===== src/rtl/gcd_datapath_if.sv =====
// ---------------------------------------------------------------------------
// gcd_datapath_if
// Purpose : operand and result handshake bundle of the GCD datapath.
// Signals :
//   in_valid  / in_ready        operand pair handshake (master drives valid)
//   in_a, in_b                  operands, W bits each
//   res_valid / res_ready       result handshake (slave drives valid)
//   res_gcd, res_steps          GCD value and number of subtract steps
//   res_zero                    job had a zero operand and was bypassed
//   res_err                     job was aborted on the busy-cycle limit
// Modports: master = job producer / result consumer, slave = datapath.
// ---------------------------------------------------------------------------
interface gcd_datapath_if #(
   parameter int W = 8
) ();
   logic         in_valid;
   logic         in_ready;
   logic [W-1:0] in_a;
   logic [W-1:0] in_b;
   logic         res_valid;
   logic         res_ready;
   logic [W-1:0] res_gcd;
   logic [W-1:0] res_steps;
   logic         res_zero;
   logic         res_err;

   modport master (
      output in_valid, in_a, in_b, res_ready,
      input  in_ready, res_valid, res_gcd, res_steps, res_zero, res_err
   );

   modport slave (
      input  in_valid, in_a, in_b, res_ready,
      output in_ready, res_valid, res_gcd, res_steps, res_zero, res_err
   );
endinterface


===== src/rtl/gcd_datapath.sv =====
// ---------------------------------------------------------------------------
// gcd_datapath
// Purpose : operand/datapath stage paired with the GCD controller FSM.
//           Accepts an operand pair, holds the A/B working registers, reports
//           equal / a_gt_b to the controller, applies the subtract steps it
//           commands and returns GCD, step count and zero/error flags.
//           The controller is held in reset (o_core_rst=1) between jobs.
// Ports   :
//   clk, rst        clock (rising edge), asynchronous active-high reset
//   bus             gcd_datapath_if.slave: operand and result handshakes
//   o_core_rst      controller reset, high = controller in its start state
//   i_ctl_load      controller start/load pulse, reloads A/B from operands
//   i_ctl_step      controller is in a subtract state
//   i_ctl_sub       step direction, 1: A<=A-B, 0: B<=B-A
//   i_ctl_found     controller reports equality
//   o_equal         A==B, combinational from the working registers
//   o_a_gt_b        A>B, combinational from the working registers
// Parameters: W operand/result width, MAX_CYC busy-cycle abort limit.
// ---------------------------------------------------------------------------
module gcd_datapath #(
   parameter int W       = 8,
   parameter int MAX_CYC = 1024
) (
   input  logic          clk,
   input  logic          rst,
   gcd_datapath_if.slave bus,
   output logic          o_core_rst,
   input  logic          i_ctl_load,
   input  logic          i_ctl_step,
   input  logic          i_ctl_sub,
   input  logic          i_ctl_found,
   output logic          o_equal,
   output logic          o_a_gt_b
);

   localparam int            BW         = $clog2(MAX_CYC + 1);
   localparam logic [BW-1:0] BUSY_LIMIT = BW'(MAX_CYC);
   localparam logic [BW-1:0] BUSY_ONE   = {{(BW-1){1'b0}}, 1'b1};
   localparam logic [W-1:0]  STEP_ONE   = {{(W-1){1'b0}}, 1'b1};
   localparam logic [W-1:0]  STEP_MAX   = {W{1'b1}};

   typedef enum logic [1:0] {
      ST_IDLE = 2'd0,
      ST_BUSY = 2'd1,
      ST_DONE = 2'd2
   } state_t;

   state_t        r_state;
   logic [W-1:0]  r_a;
   logic [W-1:0]  r_b;
   logic [W-1:0]  r_op_a;
   logic [W-1:0]  r_op_b;
   logic [W-1:0]  r_steps;
   logic [BW-1:0] r_busy;
   logic          r_in_ready;
   logic          r_res_valid;
   logic [W-1:0]  r_res_gcd;
   logic [W-1:0]  r_res_steps;
   logic          r_res_zero;
   logic          r_res_err;
   logic          r_core_rst;

   logic          w_take;
   logic          w_in_zero;
   logic          w_equal;
   logic          w_a_gt_b;
   logic          w_b_gt_a;
   logic          w_step_a;
   logic          w_step_b;
   logic          w_found;
   logic          w_timeout;
   logic [BW-1:0] w_busy_nxt;
   logic [W-1:0]  w_steps_nxt;

   assign w_take    = bus.in_valid && r_in_ready;
   assign w_in_zero = (bus.in_a == {W{1'b0}}) || (bus.in_b == {W{1'b0}});
   assign w_equal   = (r_a == r_b);
   assign w_a_gt_b  = (r_a > r_b);
   assign w_b_gt_a  = (r_b > r_a);

   // A step is legal only in the direction that cannot underflow; a load
   // in the same cycle takes priority over any step.
   assign w_step_a  = !i_ctl_load && i_ctl_step &&  i_ctl_sub && w_a_gt_b;
   assign w_step_b  = !i_ctl_load && i_ctl_step && !i_ctl_sub && w_b_gt_a;
   assign w_found   = i_ctl_found && w_equal;

   // w_busy_nxt is the number of BUSY cycles including the current one.
   assign w_busy_nxt = r_busy + BUSY_ONE;
   assign w_timeout  = (w_busy_nxt >= BUSY_LIMIT);

   // Saturating step counter next value.
   always_comb begin
      w_steps_nxt = r_steps;
      if ((w_step_a || w_step_b) && (r_steps != STEP_MAX)) begin
         w_steps_nxt = r_steps + STEP_ONE;
      end else begin
         w_steps_nxt = r_steps;
      end
   end

   // Job sequencer, working registers and registered result outputs.
   always_ff @(posedge clk or posedge rst) begin
      if (rst) begin
         r_state     <= ST_IDLE;
         r_a         <= {W{1'b0}};
         r_b         <= {W{1'b0}};
         r_op_a      <= {W{1'b0}};
         r_op_b      <= {W{1'b0}};
         r_steps     <= {W{1'b0}};
         r_busy      <= {BW{1'b0}};
         r_in_ready  <= 1'b0;
         r_res_valid <= 1'b0;
         r_res_gcd   <= {W{1'b0}};
         r_res_steps <= {W{1'b0}};
         r_res_zero  <= 1'b0;
         r_res_err   <= 1'b0;
         r_core_rst  <= 1'b1;
      end else begin
         case (r_state)
            ST_IDLE: begin
               if (w_take) begin
                  r_in_ready <= 1'b0;
                  if (w_in_zero) begin
                     // Zero operand: answer directly, controller stays in reset.
                     r_state     <= ST_DONE;
                     r_res_valid <= 1'b1;
                     r_res_gcd   <= bus.in_a | bus.in_b;
                     r_res_steps <= {W{1'b0}};
                     r_res_zero  <= 1'b1;
                     r_res_err   <= 1'b0;
                  end else begin
                     r_state    <= ST_BUSY;
                     r_op_a     <= bus.in_a;
                     r_op_b     <= bus.in_b;
                     r_a        <= bus.in_a;
                     r_b        <= bus.in_b;
                     r_steps    <= {W{1'b0}};
                     r_busy     <= {BW{1'b0}};
                     r_core_rst <= 1'b0;
                  end
               end else begin
                  // Also raises in_ready one cycle after reset release.
                  r_in_ready <= 1'b1;
               end
            end
            ST_BUSY: begin
               r_busy  <= w_busy_nxt;
               r_steps <= w_steps_nxt;
               if (i_ctl_load) begin
                  r_a <= r_op_a;
                  r_b <= r_op_b;
               end else if (w_step_a) begin
                  r_a <= r_a - r_b;
               end else if (w_step_b) begin
                  r_b <= r_b - r_a;
               end else begin
                  r_a <= r_a;
                  r_b <= r_b;
               end
               // Found is checked first so it wins over a simultaneous timeout.
               if (w_found) begin
                  r_state     <= ST_DONE;
                  r_res_valid <= 1'b1;
                  r_res_gcd   <= r_a;
                  r_res_steps <= w_steps_nxt;
                  r_res_zero  <= 1'b0;
                  r_res_err   <= 1'b0;
                  r_core_rst  <= 1'b1;
               end else if (w_timeout) begin
                  r_state     <= ST_DONE;
                  r_res_valid <= 1'b1;
                  r_res_gcd   <= {W{1'b0}};
                  r_res_steps <= w_steps_nxt;
                  r_res_zero  <= 1'b0;
                  r_res_err   <= 1'b1;
                  r_core_rst  <= 1'b1;
               end else begin
                  r_state <= ST_BUSY;
               end
            end
            ST_DONE: begin
               if (r_res_valid && bus.res_ready) begin
                  r_state     <= ST_IDLE;
                  r_res_valid <= 1'b0;
                  r_in_ready  <= 1'b1;
               end else begin
                  r_state <= ST_DONE;
               end
            end
            default: begin
               r_state     <= ST_IDLE;
               r_res_valid <= 1'b0;
               r_in_ready  <= 1'b0;
               r_core_rst  <= 1'b1;
            end
         endcase
      end
   end

   assign bus.in_ready  = r_in_ready;
   assign bus.res_valid = r_res_valid;
   assign bus.res_gcd   = r_res_gcd;
   assign bus.res_steps = r_res_steps;
   assign bus.res_zero  = r_res_zero;
   assign bus.res_err   = r_res_err;
   assign o_core_rst    = r_core_rst;
   assign o_equal       = w_equal;
   assign o_a_gt_b      = w_a_gt_b;

endmodule

===== src/flat_wrapper.sv =====
// flat-port wrapper written by rule: the top's interface ports become plain ports
module gcd_datapath_flat 
#(
   parameter int W       = 8,
   parameter int MAX_CYC = 1024
)
  (clk, rst, o_core_rst, i_ctl_load, i_ctl_step, i_ctl_sub, i_ctl_found, o_equal, o_a_gt_b, bus_in_valid, bus_in_a, bus_in_b, bus_res_ready, bus_in_ready, bus_res_valid, bus_res_gcd, bus_res_steps, bus_res_zero, bus_res_err);
  gcd_datapath_if #(.W(W)) bus_i ();
  input  logic clk;
  input  logic rst;
  output logic o_core_rst;
  input  logic i_ctl_load;
  input  logic i_ctl_step;
  input  logic i_ctl_sub;
  input  logic i_ctl_found;
  output logic o_equal;
  output logic o_a_gt_b;
  input wire logic [$bits(bus_i.in_valid)-1:0] bus_in_valid;
  input wire logic [$bits(bus_i.in_a)-1:0] bus_in_a;
  input wire logic [$bits(bus_i.in_b)-1:0] bus_in_b;
  input wire logic [$bits(bus_i.res_ready)-1:0] bus_res_ready;
  output wire logic [$bits(bus_i.in_ready)-1:0] bus_in_ready;
  output wire logic [$bits(bus_i.res_valid)-1:0] bus_res_valid;
  output wire logic [$bits(bus_i.res_gcd)-1:0] bus_res_gcd;
  output wire logic [$bits(bus_i.res_steps)-1:0] bus_res_steps;
  output wire logic [$bits(bus_i.res_zero)-1:0] bus_res_zero;
  output wire logic [$bits(bus_i.res_err)-1:0] bus_res_err;
  assign bus_i.in_valid = bus_in_valid;
  assign bus_i.in_a = bus_in_a;
  assign bus_i.in_b = bus_in_b;
  assign bus_i.res_ready = bus_res_ready;
  assign bus_in_ready = bus_i.in_ready;
  assign bus_res_valid = bus_i.res_valid;
  assign bus_res_gcd = bus_i.res_gcd;
  assign bus_res_steps = bus_i.res_steps;
  assign bus_res_zero = bus_i.res_zero;
  assign bus_res_err = bus_i.res_err;
  gcd_datapath #(.W(W), .MAX_CYC(MAX_CYC)) u_core (.clk(clk), .rst(rst), .bus(bus_i), .o_core_rst(o_core_rst), .i_ctl_load(i_ctl_load), .i_ctl_step(i_ctl_step), .i_ctl_sub(i_ctl_sub), .i_ctl_found(i_ctl_found), .o_equal(o_equal), .o_a_gt_b(o_a_gt_b));
endmodule

===== config.mk =====
export PLATFORM = sky130hd
export DESIGN_NAME = gcd_datapath_flat
export DESIGN_NICKNAME = d
export VERILOG_FILES = /design/src/rtl/gcd_datapath_if.sv /design/src/rtl/gcd_datapath.sv /design/src/flat_wrapper.sv
export SDC_FILE = /design/constraint.sdc
export NUM_CORES = 1
export LEC_CHECK = 0
export CAP_MARGIN = 20
export CORE_MARGIN = 3
export CORE_UTILIZATION = 45
export CTS_BUF_LIST = sky130_fd_sc_hd__clkbuf_4 sky130_fd_sc_hd__clkbuf_8
export DETAILED_ROUTE_END_ITERATION = 10
export GPL_TIMING_DRIVEN = 0
export PLACE_DENSITY_LB_ADDON = 0.08
export SETUP_SLACK_MARGIN = 0.2
export SYNTH_ARGS = -nofsm -noshare
export SYNTH_HDL_FRONTEND = slang
export SYNTH_SLANG_ARGS = --single-unit

===== constraint.sdc =====
create_clock -name clk -period 2.9 [get_ports clk]
set_clock_uncertainty 0.1 [all_clocks]
set_input_delay 0.58 -clock clk [delete_from_list [all_inputs] [get_ports clk]]
set_output_delay 0.58 -clock clk [all_outputs]
set_load 0.01 [all_outputs]

Yosys cells after proc, flatten, opt, wreduce, memory -nomap -nowiden
Cells that the tools add are included.
- input bits: 24
- register bits after elaboration: 74
- output and inout port bits: 23
- word-level logic and storage cells: 115
- add/sub/neg operators: 4
- order comparisons: 3
- mux-type cells: 53
- equal/unequal tests: 12
- bitwise gates (word level): 4
- reductions and logical operators: 25
- operator list (kind ; number):
    two-way mux 8 bit ; 20
    one-hot mux 8 bit (2 select lines) ; 5
    two-way mux 11 bit ; 2
    one-hot mux 11 bit (2 select lines) ; 1
    > comparator 8 bit ; 2
    zero test 8 bit ; 2
    AND reduction 4 bit ; 4
    subtractor 8 bit ; 2
    two-way mux 1 bit ; 14
    adder 11 x 1 -> 11 bit (second input constant) ; 1
    >= comparator 11 bit (second input constant) ; 1
    two-way mux 2 bit ; 5
    logical AND 1 bit ; 9
    one-hot mux 1 bit (3 select lines) ; 3
    adder 8 x 1 -> 8 bit (second input constant) ; 1
    == test 8 bit ; 1
    inequality test 8 bit (second input constant) ; 1
    bitwise OR 8 bit ; 1
    inequality test 2 x 1 -> 1 bit (second input constant) ; 3
    inequality test 3 x 2 -> 1 bit (second input constant) ; 2
    one-hot mux 2 bit (3 select lines) ; 1
    AND reduction 3 bit ; 2
    AND reduction 5 bit ; 1
    one-hot mux 1 bit (2 select lines) ; 2
    11 further kinds ; 15

Logic depth before layout (Yosys ltp)
Gate-level depths: netlist (run 1).
- word-level depth: 10
- gate-level depth with buffers: 11

Least setup slack after synthesis (run 1)
OpenSTA, ideal clock, no wires.
- kind: register -> register
- start: register u_core.r_b[0]
- end: register u_core.r_steps[0]
- path slack: 0.396 ns
- path buffers: 0
- arrival: 2.279 ns
- clock period less this slack: 2.504 ns
- cell stages (with the launch flop): 10
- cell sequence: dfrtp_1 > inv_1 > ha_1 > fa_1 > nand2b_1 > a2111oi_4 > a211oi_4 > nor3_4 > o21ai_1 > mux2_2
- word-level cells in the longest chain between the ends: 6
- ends and longest elaborated chain (what ; line ; text):
    from (decl) ; gcd_datapath.sv:50 ; logic [W-1:0] r_b;
    from (signal assigned) ; gcd_datapath.sv:106 ; r_b <= {W{1'b0}};
    from (signal assigned) ; gcd_datapath.sv:136 ; r_b <= bus.in_b;
    from (signal assigned) ; gcd_datapath.sv:151 ; r_b <= r_op_b;
    > comparator 8 bit (on tied branches) ; gcd_datapath.sv:78, gcd_datapath.sv:79 ;
    logical AND 1 bit (on tied branches) ; gcd_datapath.sv:83, gcd_datapath.sv:84 ;
    logical OR 1 bit * ; gcd_datapath.sv:94 ; if ((w_step_a || w_step_b) && (r_steps != STEP_MAX)) begin
    logical AND 1 bit * ; gcd_datapath.sv:94 ;
    two-way mux 8 bit * ; gcd_datapath.sv:94 ;
    one-hot mux 8 bit (2 select lines) * ; gcd_datapath.sv:119 ; case (r_state)
    to (signal assigned) ; gcd_datapath.sv:109 ; r_steps <= {W{1'b0}};
    to (signal assigned) ; gcd_datapath.sv:137 ; r_steps <= {W{1'b0}};
    to (signal assigned) ; gcd_datapath.sv:148 ; r_steps <= w_steps_nxt;
    to (decl) ; gcd_datapath.sv:53 ; logic [W-1:0] r_steps;
Mark *: on every way between the ends. The rest lies on a longest branch, timed or not.
A chain may end at the register's enable or synchronous reset.

Worst setup path in the final report (run 1)
- start: register u_core.r_b[7]
- end: output port o_a_gt_b
- word-level cells in the longest chain between the ends: 1
- ends and longest elaborated chain (what ; line ; text):
    > comparator 8 bit ; gcd_datapath.sv:78 ; assign w_a_gt_b = (r_a > r_b);
    to (decl) ; flat_wrapper.sv:17 ; output logic o_a_gt_b;
No other way between the ends.

==> results.md, run 1 <==
- Status: finished, final reports clean
- Die X: 106.4 um
- Crit-path slowest cell: dfrtp_1
- Die height: 106.4 um
- FMAX: 371.6 MHz
- Num CTS Buffers: 9
- Total gr overflow: 0
- Power per cell area: 1125 mW/mm2
- Final GP Congestion: 0.9098
- N_diodes: 0
- Via-to-Cell Ratio: 6.000
- Crit start category: register
- Core area: 0.009503 mm2
- Yosys warnings: 0
- Top-area cell type share of the netlist area: 40.31%
- Worst Path Arrival: 2.01 ns
- Max Cap Viol: 0
- Final instance area: 0.005670 mm2
- CP delay by family, top: flip-flops
- Synth Area in Simple Gates: 16.01%
- Post-route ant nets: 0
- DR pass1 iterations: 5
- Largest net degree at the start of global routing: 72
- Tightest Pin Transition: 0.8062 ns
- Number of distinct library cells after synthesis: 66
- Area share of xor/xnor cells in the synthesized design: 3.285%
- Initial Utilization: 47.69%
- CP Capture Type: output port
- P&R area growth vs syn: 25.12%
- Final hold vios: 0
- CP peak stage delay: 0.38 ns
- CTS root buf: clkbuf_8
- Mux contribution to synthesized area: 5.577%
- Setup slack, reg-to-reg: 0.23 ns
- Pleak: 2.307 nW
- WS Path Type: reg2out
- Post-Synth Adder-Cell Area: 5.853%
- Largest family of logic cells by synthesized area: compound AO/OA/AOI/OAI gates
- Hold Buf Count CTS: 0
- Post-synth top area cell: dfrtp_1
- Io pins: 47
- Required time of the critical path: 2.22 ns
- #FFs+latches synth: 74
- Reg-to-Reg Start: u_core.r_b[7]$_DFFE_PP0P_
- DR WL/cell: 18.65 um
- Max-slew violation count: 0
- Worst Hold Class: in2async
- Top cells by area, synth: dfrtp_1 (40%), o21ai_0 (5.4%), ha_1 (5.0%)
- CP dominant cell by count: nor2_1
- Asr flop ratio synth: 100.0%
- Mapped cell area: 0.004532 mm2
- Peak VDD IR: 0.0005907 V
- Worst R2R End: u_core.bus.res_steps[1]$_DFFE_PP0P_
- Compound-Gate Fraction of Synth Area: 23.80%
- Nets: 604
- Synth Flop Type: dfrtp_1
- TritonCTS Sinks: 74
- Number of cells produced by synthesis: 485
- Most common cell in the netlist: dfrtp_1
- Syn nets: 529
- Worst skew pair latency: 0.35 ns
- Longest Clk Path Bufs: 2
- RSZ-0062 raised after global routing: yes
- Post-synth EDFFs: 0
- Final period utilization: 92.80%
- Total Routed Length: 12940 um
- Vias in the first global route: 4005
- Die area: 0.01131 mm2
- PortBufs: 46
- Gr usage total: 23.48%
- Post-synthesis sequential area ratio: 40.89%
- Crit-path cells: inv_1, ha_1, buf_6, nand2_1, o21ai_0, nor2_1, nor2_1, buf_2
- Detailed-route via count: 4164
- Row cnt: 35
- DR iter-0 viols: 270
- Placed Instance Area: 0.005184 mm2
- Setup TNS: 0 ns
- Buf+Inv Stages, Crit Path: 3
- DRC violations left: 0
- H-tree Lvls: 3
- Syn Area/Cell: 9.344 um2
- TritonCTS clock tree: done
- Post-detail-place hpwl: 9519 um
- Clk pin slew, worst setup/hold paths: 0.07 ns
- Synth cell count leaders: dfrtp_1 (73), nand2_1 (52), o21ai_0 (49), a21oi_1 (34), nor2_1 (33)
- R2R depth: 12
- # setup viols final: 0
- Layout cell share with drive strength beyond 1: 18.05%
- Worst slew margin: 45.79%
- CP Depth: 8
- Initial antenna violation count: 0
- First-pass GRT wire length: 20800 um
- CP max FO: 7
- Final min period: 2.691 ns
[stage by stage]
| step | setup slack [ns] | utilization, % | power, mW | instances | hold slack (ns) |
|---|---|---|---|---|---|
| 3_3_place_gp | -0.9191 | 54.23 | 5.076 | 660 | 0.3649 |
| 6_report | 0.2087 | 59.67 | 6.381 | 694 | 0.3475 |
| 5_1_grt | 0.08923 | 59.67 | 6.822 | 694 | 0.3580 |
| 3_5_place_dp | -0.4475 | 54.55 | 5.137 | 661 | 0.3708 |
| 2_1_floorplan | 0.3400 | - | 4.072 | 485 | 0.3618 |
| 4_1_cts | 0.1689 | 57.72 | 6.063 | 687 | 0.3434 |
[placed cells by master, fill, tap and decap left out, drive strengths merged, types with 6 or more instances in the layout]
cell,netlist,routed
dfrtp,73,73
o21ai,57,57
nand2,52,52
clkdlybuf4s50,0,39
a21oi,35,35
nor2,34,34
buf,12,31
clkbuf,13,25
inv,22,22
mux2,18,18
ha,18,18
o211ai,16,16
a31oi,15,15
xnor2,9,9
nand3,9,9
xor2,8,8
nor4,8,8
a211oi,8,8
nand4,7,7
o31ai,6,6
[worst max-delay path by stage]
| stage | slack [ns] | to | start |
|---|---|---|---|
| 4_1_cts | 0.17 | o_a_gt_b | u_core.r_b[0]$_DFFE_PP0P_ |
| 5_1_grt | 0.09 | o_a_gt_b | u_core.r_a[0]$_DFFE_PP0P_ |
| 2_1_floorplan | 0.34 | u_core.bus.in_ready$_DFFE_PP0P_ | rst |
| 3_3_place_gp | -0.92 | u_core.r_busy[0]$_DFFE_PP0P_ | rst |
| 6_report | 0.21 | o_a_gt_b | u_core.r_b[7]$_DFFE_PP0P_ |
| 3_5_place_dp | -0.45 | u_core.r_op_a[3]$_DFFE_PP0P_ | bus_in_b[7] |
[area by class of cell]
cell class                 instances  area, um2
clock inverter                     4      26.28
clock buffer                      12      158.9
inverter                          22      85.08
multi-input combinational        364       2616
tap                              129      161.4
fill                             844       3832
buffer                            25      141.4
timing repair buffer              64      626.9
sequential                        74       1854
[repair_timing]
action | 4_1_cts | 5_1_grt
endpoints found under the setup margin | 58 | 60
resized for setup | 19 | 32
cloned | 0 | 1
buffers inserted | 10 | 6
pin swaps | 11 | 8
[flip-flops by register name, indices dropped and copies added (netlist names)]
signal and count:
u_core.bus.in_ready 1, u_core.o_core_rst 1, u_core.bus.res_zero 1, u_core.r_b 8
u_core.r_state 2, u_core.r_a 8, u_core.bus.res_err 1, u_core.r_op_b 8
u_core.r_busy 11, u_core.bus.res_gcd 8, u_core.bus.res_steps 8, u_core.r_steps 8
u_core.bus.res_valid 1, u_core.r_op_a 8
[power breakdown]
part	switching (mW)	leakage (nW)	internal [mW]
sequential	0.268	0.921	1.41
combinational	2.28	1.29	1.68
clock	0.377	0.0958	0.365
[cells by family after synthesis]
| group | Yosys count |
|---|---|
| simple gates | 140 |
| xor+xnor | 17 |
| buf+inv | 47 |
| mux | 23 |
| fa+ha+maj | 20 |
| flops | 74 |
| compound gates | 164 |
[metal layers]
layer,share of wire [%],wire [um],vias to the layer above,GRT usage (%)
met5,0,0,-,0
met4,1.2,157,0,5.920
met3,8.4,1087,21,6.254
met2,46,5897,165,34.93
met1,45,5802,2057,33.95
li1,-,-,1921,-
Power figures use the tool's default switching activity.
==> inputs of run 2 (changes only) <==
- CORE_ASPECT_RATIO: default -> 0.8
- CORE_MARGIN: 3 -> default
==> run 2 against run 1 <==
Sequential share of layout area barely moved. Via count did not move. Critical path depth rose by 3.
==> results.md, run 2 (synthesis results as in run 1) <==
- Status: finished, final reports clean (unchanged)
- Clk pin slew, worst setup/hold paths: 0.08 ns (was 0.07 ns)
- CP Depth: 11 (was 8)
- TritonCTS clock tree: done (unchanged)
- Die height: 91.76 um (was 106.4 um)
- Post-detail-place hpwl: 9545 um (was 9519 um)
- Post-route ant nets: 0 (unchanged)
- FILL cells: 890 (was 844)
- DR WL/cell: 18.65 um (about the same)
- Vias in the first global route: 3959 (was 4005)
- Gr busiest metal: met1 (was met2)
- Reg with most FFs: u_core.r_busy (unchanged)
- FMAX: 370.0 MHz (was 371.6 MHz)
- Pleak: 2.286 nW (was 2.307 nW)
- CP delay by family, top: compound AO/OA/AOI/OAI gates (was flip-flops)
- Largest net degree at the start of global routing: 71 (was 72)
- Die X: 114.2 um (was 106.4 um)
- Worst skew pair latency: 0.37 ns (was 0.35 ns)
- Core area: 0.009729 mm2 (was 0.009503 mm2)
- PortBufs: 46 (unchanged)
- Via-to-Cell Ratio: 5.923 (was 6.000)
- P&R area growth vs syn: 25.37% (was 25.12%)
- Crit start category: register (unchanged)
- CP Capture Type: register (was output port)
- Max Cap Viol: 0 (unchanged)
- Initial antenna violation count: 0 (unchanged)
- Worst Hold Class: in2async (unchanged)
- CTS root buf: clkbuf_8 (unchanged)
- Max-slew violation count: 0 (unchanged)
- GR Util met2: 38.28% (was 34.93%)
- Most common cell after layout, fill and taps aside: dfrtp_1 (unchanged)
- DRC violations left: 0 (unchanged)
- Initial Utilization: 46.58% (was 47.69%)
- Crit-path slowest cell: dfrtp_2 (was dfrtp_1)
- R2R depth: 11 (was 12)
- CP max FO: 3 (was 7)
- Final GP Congestion: 0.8650 (was 0.9098)
- Worst Path Arrival: 2.86 ns (was 2.01 ns)
- Power per cell area: 1132 mW/mm2 (was 1125 mW/mm2)
- First-pass GRT wire length: 20980 um (was 20800 um)
- RSZ-0062 raised after global routing: yes (unchanged)
- Die area: 0.01048 mm2 (was 0.01131 mm2)
- Final hold vios: 0 (unchanged)
- Buf+Inv Stages, Crit Path: 4 (was 3)
- Final period utilization: 93.19% (was 92.80%)
- Required time of the critical path: 3.06 ns (was 2.22 ns)
- TritonCTS Sinks: 74 (unchanged)
- Tightest Pin Transition: 0.6977 ns (was 0.8062 ns)
- GRT met1 Usage: 38.43% (was 33.95%)
- Io pins: 47 (unchanged)
- CP peak stage delay: 0.43 ns (was 0.38 ns)
- CP dominant cell by count: buf_4 (was nor2_1)
- Final min period: 2.703 ns (was 2.691 ns)
- Detailed-route via count: 4164 (unchanged)
- Gr usage total: 26.64% (was 23.48%)
- N_diodes: 0 (unchanged)
- Hold Buf Count CTS: 0 (unchanged)
- Worst slew margin: 53.09% (was 45.79%)
- Peak VDD IR: 0.0005385 V (was 0.0005907 V)
- Nets: 606 (was 604)
- Most frequent cells in the layout: dfrtp_1 (71), nand2_1 (52), o21ai_0 (46) (was dfrtp_1 (72), nand2_1 (51), o21ai_0 (49))
- # setup viols final: 0 (unchanged)
- Max FFs per register: 11 (unchanged)
- Grt met3 use: 8.196% (was 6.254%)
- Setup TNS: 0 ns (unchanged)
- DR pass1 iterations: 5 (unchanged)
- Final Core Density: 58.40% (was 59.67%)
- Row cnt: 32 (was 35)
- Crit-path cells: buf_6, ha_4, fa_2, nand2b_4, buf_4, a211oi_1, o211ai_1, a21oi_2, buf_4, inv_1, a22o_1 (was inv_1, ha_1, buf_6, nand2_1, o21ai_0, nor2_1, nor2_1, buf_2)
- WS Path Type: reg2reg (was reg2out)
- DR iter-0 viols: 347 (was 270)
- Longest Clk Path Bufs: 2 (unchanged)
- Num CTS Buffers: 9 (unchanged)
- Total gr overflow: 0 (unchanged)
- Total Routed Length: 13110 um (was 12940 um)
- Layout cell share with drive strength beyond 1: 18.87% (was 18.05%)
- H-tree Lvls: 3 (unchanged)
[run 2: cell count changes in the layout (fill, tap and decap cells not counted), sizes merged]
cell	change
clkdlybuf4s50	+4
dlymetal6s2s	-4
buf	+2
clkinv	-1
clkinvlp	+1
[run 2: cell type report]
cell class                      count  area (um2)  share of cell area (%)
Multi-Input combinational cell    364        2592                   45.63
Buffer                             25       146.4                   2.577
Sequential cell                    74        1856                   32.66
Tap cell                          136       170.2                   2.995
Timing Repair Buffer               66       641.9                   11.30
Clock inverter                      4       25.02                  0.4404
Inverter                           22       85.08                   1.497
Clock buffer                       12       165.2                   2.907
[run 2: worst paths after layout]
kind,to,start,slack [ns]
worst min-delay path,u_core.r_b[3]$_DFFE_PP0P_,rst,0.33
worst min register to register,u_core.bus.res_err$_DFFE_PP0P_,u_core.bus.res_err$_DFFE_PP0P_,0.39
max in group asynchronous,u_core.r_a[1]$_DFFE_PP0P_,rst,1.78
worst max register to register,u_core.r_b[7]$_DFFE_PP0P_,u_core.r_a[0]$_DFFE_PP0P_,0.20
min in group clk,u_core.bus.res_err$_DFFE_PP0P_,u_core.bus.res_err$_DFFE_PP0P_,0.39
worst max-delay path,u_core.r_b[7]$_DFFE_PP0P_,u_core.r_a[0]$_DFFE_PP0P_,0.20
[run 2: stage by stage]
step / hold WS (ns) / worst slack, ns / instances / area, um2 / total power [mW]
global placement: 0.3689 / -0.9602 / 667 / 5162 / 5.099
floorplan: 0.3618 / 0.3400 / 485 / 4532 / 4.072
CTS: 0.3245 / 0.1130 / 696 / 5528 / 6.181
detailed placement: 0.3713 / -0.5793 / 668 / 5192 / 5.166
finish: 0.3305 / 0.1975 / 703 / 5682 / 6.433
global route: 0.3253 / 0.1250 / 703 / 5682 / 6.853
[run 2: where the power goes]
group	internal, mW	total [mW]	switching, mW	leakage (nW)
clock	0.378	0.783	0.405	0.0944
combinational	1.69	3.97	2.28	1.27
sequential	1.41	1.68	0.270	0.920
total	3.48	6.43	2.96	2.29
[run 2: what timing repair did]
| item | in CTS | in global routing |
|---|---|---|
| buffers inserted | 12 | 7 |
| pin swaps | 11 | 11 |
| endpoints found under the hold margin | 0 | 0 |
| setup endpoints to repair | 67 | 55 |
| resized for setup | 21 | 33 |
[run 2: metal layers]
layer / wire [um] / share of wire (%) / vias up
met5: 0 / 0 / -
met2: 5700 / 43 / 161
met3: 1172 / 8.9 / 17
li1: - / - / 1932
met1: 6096 / 46 / 2054
met4: 144 / 1.1 / 0
==> inputs of run 3 (changes only) <==
- ABC_CLOCK_PERIOD_IN_PS: default -> 2900
==> results of run 3 <==
Final layout, timing and power as in run 2 (identical DEF).
==> RTL edit 1 (config.mk and constraints of run 3) <==
`W` is set to 8 in 3 places; all go to 7.
--- a/src/rtl/gcd_datapath_if.sv
+++ b/src/rtl/gcd_datapath_if.sv
@@ -11,7 +11,7 @@
 // Modports: master = job producer / result consumer, slave = datapath.
 // ---------------------------------------------------------------------------
 interface gcd_datapath_if #(
-   parameter int W = 8
+   parameter int W = 7
 ) ();
    logic         in_valid;
    logic         in_ready;
--- a/src/rtl/gcd_datapath.sv
+++ b/src/rtl/gcd_datapath.sv
@@ -18,7 +18,7 @@
 // Parameters: W operand/result width, MAX_CYC busy-cycle abort limit.
 // ---------------------------------------------------------------------------
 module gcd_datapath #(
-   parameter int W       = 8,
+   parameter int W       = 7,
    parameter int MAX_CYC = 1024
 ) (
    input  logic          clk,
--- a/src/flat_wrapper.sv
+++ b/src/flat_wrapper.sv
@@ -1,7 +1,7 @@
 // flat-port wrapper written by rule: the top's interface ports become plain ports
 module gcd_datapath_flat 
 #(
-   parameter int W       = 8,
+   parameter int W       = 7,
    parameter int MAX_CYC = 1024
 )
   (clk, rst, o_core_rst, i_ctl_load, i_ctl_step, i_ctl_sub, i_ctl_found, o_equal, o_a_gt_b, bus_in_valid, bus_in_a, bus_in_b, bus_res_ready, bus_in_ready, bus_res_valid, bus_res_gcd, bus_res_steps, bus_res_zero, bus_res_err);
Ports: changed (resized bus_in_a, bus_in_b, bus_res_gcd and bus_res_steps); port bits go from 47 to 43. The function was not compared with the original's and may differ.
==> RTL edit 1 against run 3 <==
- routed wire length fell by 13%
- largest power group unchanged
- critical endpoint is now u_core.r_a[4]$_DFFE_PP0P_
- synthesized cell count fell by 4.1%
- worst hold slack improved by 0.047 ns
- via count fell by 13%
- sequential power fell by 9%
- design area fell by 9.0%
- count of clock-buffer cells in the layout fell by 2
- synthesized area fell by 11%
- setup slack improved by 0.0017 ns
- sequential cell count fell by 7
- sequential share of layout area fell by 0.20 points
- total power fell by 3.8%
==> RTL edit 1: results (changes against run 3) <==
[run_status]
status = finished, final reports clean

[finish]
seq-cell-share = 0.3245  ; -0.002040
buffer_area_frac = 0.1360  ; -0.002724
nClkBuffers = 10  ; -2
stdcell_area_sq_um = 5170  ; -9.0%
nNonClkInverters = 21  ; -4.5%

[pwr]
p_seq_frac = 0.248  ; -0.013
sw_frac_of_total = 0.4450  ; -0.01450

[synth]
synthAdderAreaFrac = 0.05948  ; +0.0009484
synth_top_cells_by_count = nand2_1 (74), dfrtp_1 (66), nor2_1 (48)
syn-num-nets = 505  ; -4.5%
synth_xor_area_frac = 0.03253  ; -0.0003269

[setup_path]
slowest_stage = or3b_4
cp_slowest_stage_delay_ns = 0.40  ; -0.03 ns

[global_route]
grt_pass1_wl_mm = 18.10  ; -14%
met3_usage = 0.05865  ; -0.02331
met1_usage = 0.3852  ; +0.0008454
grt_max_degree = 68  ; -4.2%

[hold_path]
hp-class = reg -> reg

[route]
num_vias = 3635  ; -13%
post_drt_wl_per_cell_um = 17.55  ; -5.9%

[die]
rows = 30  ; -6.3%

[placement]
dp_slack_ns = -0.4379  ; +0.1414 ns
place_area_sq_um = 4592  ; -12%
dp_hpwl_mm = 7.890  ; -17%

-- RTL edit 1: cell count changes after synthesis, sizes merged, moves of 7 or more --
cell	delta
mux2	-13
nand2	+22
dfrtp	-7
o21ai	-23
mux2i	+9
nor2	+15
a31oi	-10
o211ai	-14
nor3	+9
xor2	-8
nor4	+7
-- RTL edit 1: worst paths after layout --
check,startpoint,end,slack [ns],cells after the start
setup / recovery,u_core.r_b[6]$_DFFE_PP0P_,u_core.r_a[4]$_DFFE_PP0P_,0.20,11
hold / removal,u_core.r_op_a[5]$_DFFE_PP0P_,u_core.r_op_a[5]$_DFFE_PP0P_,0.38,2
setup reg to reg,u_core.r_b[6]$_DFFE_PP0P_,u_core.r_a[4]$_DFFE_PP0P_,0.20,11
hold reg to reg,u_core.r_op_a[5]$_DFFE_PP0P_,u_core.r_op_a[5]$_DFFE_PP0P_,0.38,2
max in group asynchronous,rst,u_core.r_steps[6]$_DFFE_PP0P_,1.52,2
min in group asynchronous,rst,u_core.r_steps[1]$_DFFE_PP0P_,0.65,2
-- RTL edit 1: cells by family after synthesis --
logic type	Yosys count
XOR/XNOR	15
flip-flops	67
AND/OR/NAND/NOR	195
multiplexers	19
buffers and inverters	46
adder cells (fa/ha/maj)	18
AO/OA/AOI/OAI	105
-- RTL edit 1: what timing repair did --
| item | in CTS | in global routing |
|---|---|---|
| resized for setup | 11 | 26 |
| pin swaps | 3 | 6 |
| buffers inserted | 7 | 11 |
| endpoints found under the hold margin | 0 | 0 |
| endpoints found under the setup margin | 17 | 56 |
-- RTL edit 1: metal layers --
layer | share of wire | up-vias
met1 | 0.49 | 1715
met2 | 0.42 | 143
met4 | 0.016 | 0
li1 | - | 1760
met3 | 0.073 | 17
met5 | 0 | -
==> RTL edit 2 (config.mk and constraints of run 3) <==
Without the edit above. Reset style: synchronous (`rst`), changed in one clocked block. Comments in the files are not updated.
--- a/src/rtl/gcd_datapath.sv
+++ b/src/rtl/gcd_datapath.sv
@@ -99,7 +99,7 @@
    end
 
    // Job sequencer, working registers and registered result outputs.
-   always_ff @(posedge clk or posedge rst) begin
+   always_ff @(posedge clk) begin
       if (rst) begin
          r_state     <= ST_IDLE;
          r_a         <= {W{1'b0}};
Function: differs if rst is asserted again (counterexample within 4 cycles, from zero or initial values and one cycle with rst high); with rst held inactive, the same outputs for 4 cycles.
==> RTL edit 2 against run 3 <==
- setup slack got worse by 0.015 ns
- global-route usage rose by 1.4 points
- largest cell class unchanged
- critical path type is now reg -> out
- sequential cell count did not move
- routed wire length rose by 5.6%
- design area barely moved
- critical endpoint is now o_a_gt_b
- synthesized area fell by 1.6%
- first-iteration DRC count rose by 18%
Power is not compared: it rests on default switching activity, and its combinational part moved more than twofold at a synthesized area within 25%.
==> RTL edit 2: results (changes against run 3) <==
[synth]
synth.area.top_cells = dfxtp_1 (33%), nor2_1 (5.6%), a21oi_1 (5.4%), ha_1 (5.1%), nand2_1 (4.6%)
syn-num-nets = 592  ; +12%
synthAdderAreaFrac = 0.05950  ; +0.0009692
async_reset_ff_frac = 0  ; -1.000
ys.flop_type = dfxtp_1
ys_seq_area_frac = 0.3323  ; -0.07659
synth_cell_types = 62  ; -6.1%
synth_xor_area_frac = 0.04884  ; +0.01598

[placement]
dp_hpwl_mm = 9.874  ; +3.4%
routabilityCongestion = 0.8704  ; +0.62%

[finish]
buffers = 98  ; +7.7%
clock_area_frac = 0.04423  ; +0.01076
buffer_area_frac = 0.1384  ; -0.0003117
nMultiInputCombCells = 415  ; +14%
seq-cell-share = 0.2628  ; -0.06382
fill_cells = 877  ; -1.5%
final_nets = 664  ; +9.6%
drive_gt1_frac = 0.1520  ; -0.03671

[global_route]
grt_pass1_vias = 4072  ; +2.9%
met1_usage = 0.4134  ; +0.02904
grt_pass1_wl_mm = 22.02  ; +5.0%
grtUsageTotal = 0.2799  ; +0.01353
grt_max_degree = 13  ; -82%
met2_usage = 0.3875  ; +0.004697

[run_status]
status = finished, final reports clean

[route]
drt_iter0_markers = 410  ; +18%

[setup_path]
cp_slowest_stage_delay_ns = 0.38  ; -0.05 ns

## RTL edit 2: metrics by stage
step,worst slack [ns],cell area (sq um),utilization,total power (uW),instances
6_report,0.1827,5685,0.5892,3275,761
4_1_cts,0.06643,5482,0.5681,3161,753
2_1_floorplan,0.3211,4458,-,1768,548
5_1_grt,0.09989,5685,0.5892,3425,761
3_3_place_gp,-0.2598,5089,0.5274,2060,730
3_5_place_dp,-0.2354,5089,0.5274,2072,730
## RTL edit 2: power groups by stage
| stage | sequential (uW) | clock (uW) | combinational, uW |
|---|---|---|---|
| finish | 1120 | 1020 | 1130 |
| CTS | 1120 | 1030 | 1010 |
| global route | 1130 | 1080 | 1220 |
| detailed placement | 1140 | 0 | 934 |
| global placement | 1140 | 0 | 924 |
| floorplan | 1120 | 0 | 644 |
## RTL edit 2: timing repair
item / 4_1_cts / 5_1_grt
cloned: 1 / 0
endpoints found under the setup margin: 38 / 48
gates resized for setup: 26 / 35
buffers inserted: 6 / 8
pin swaps: 10 / 18
## RTL edit 2: path summary, 6_finish.rpt
kind	from	to	slack [ns]	depth (start not counted)
max	u_core.r_a[0]$_SDFFE_PP0P_	o_a_gt_b	0.18	8
min	u_core.bus.res_err$_SDFFE_PP0P_	u_core.bus.res_err$_SDFFE_PP0P_	0.37	2
max reg2reg	u_core.r_a[0]$_SDFFE_PP0P_	u_core.r_a[6]$_SDFFE_PP0P_	0.21	12
min reg2reg	u_core.bus.res_err$_SDFFE_PP0P_	u_core.bus.res_err$_SDFFE_PP0P_	0.37	2
## RTL edit 2: worst min-delay path: stages, from the launching register on
cell and delay [ns]:
dfxtp_1 0.31, nand2_1 0.05, a21oi_1 0.06
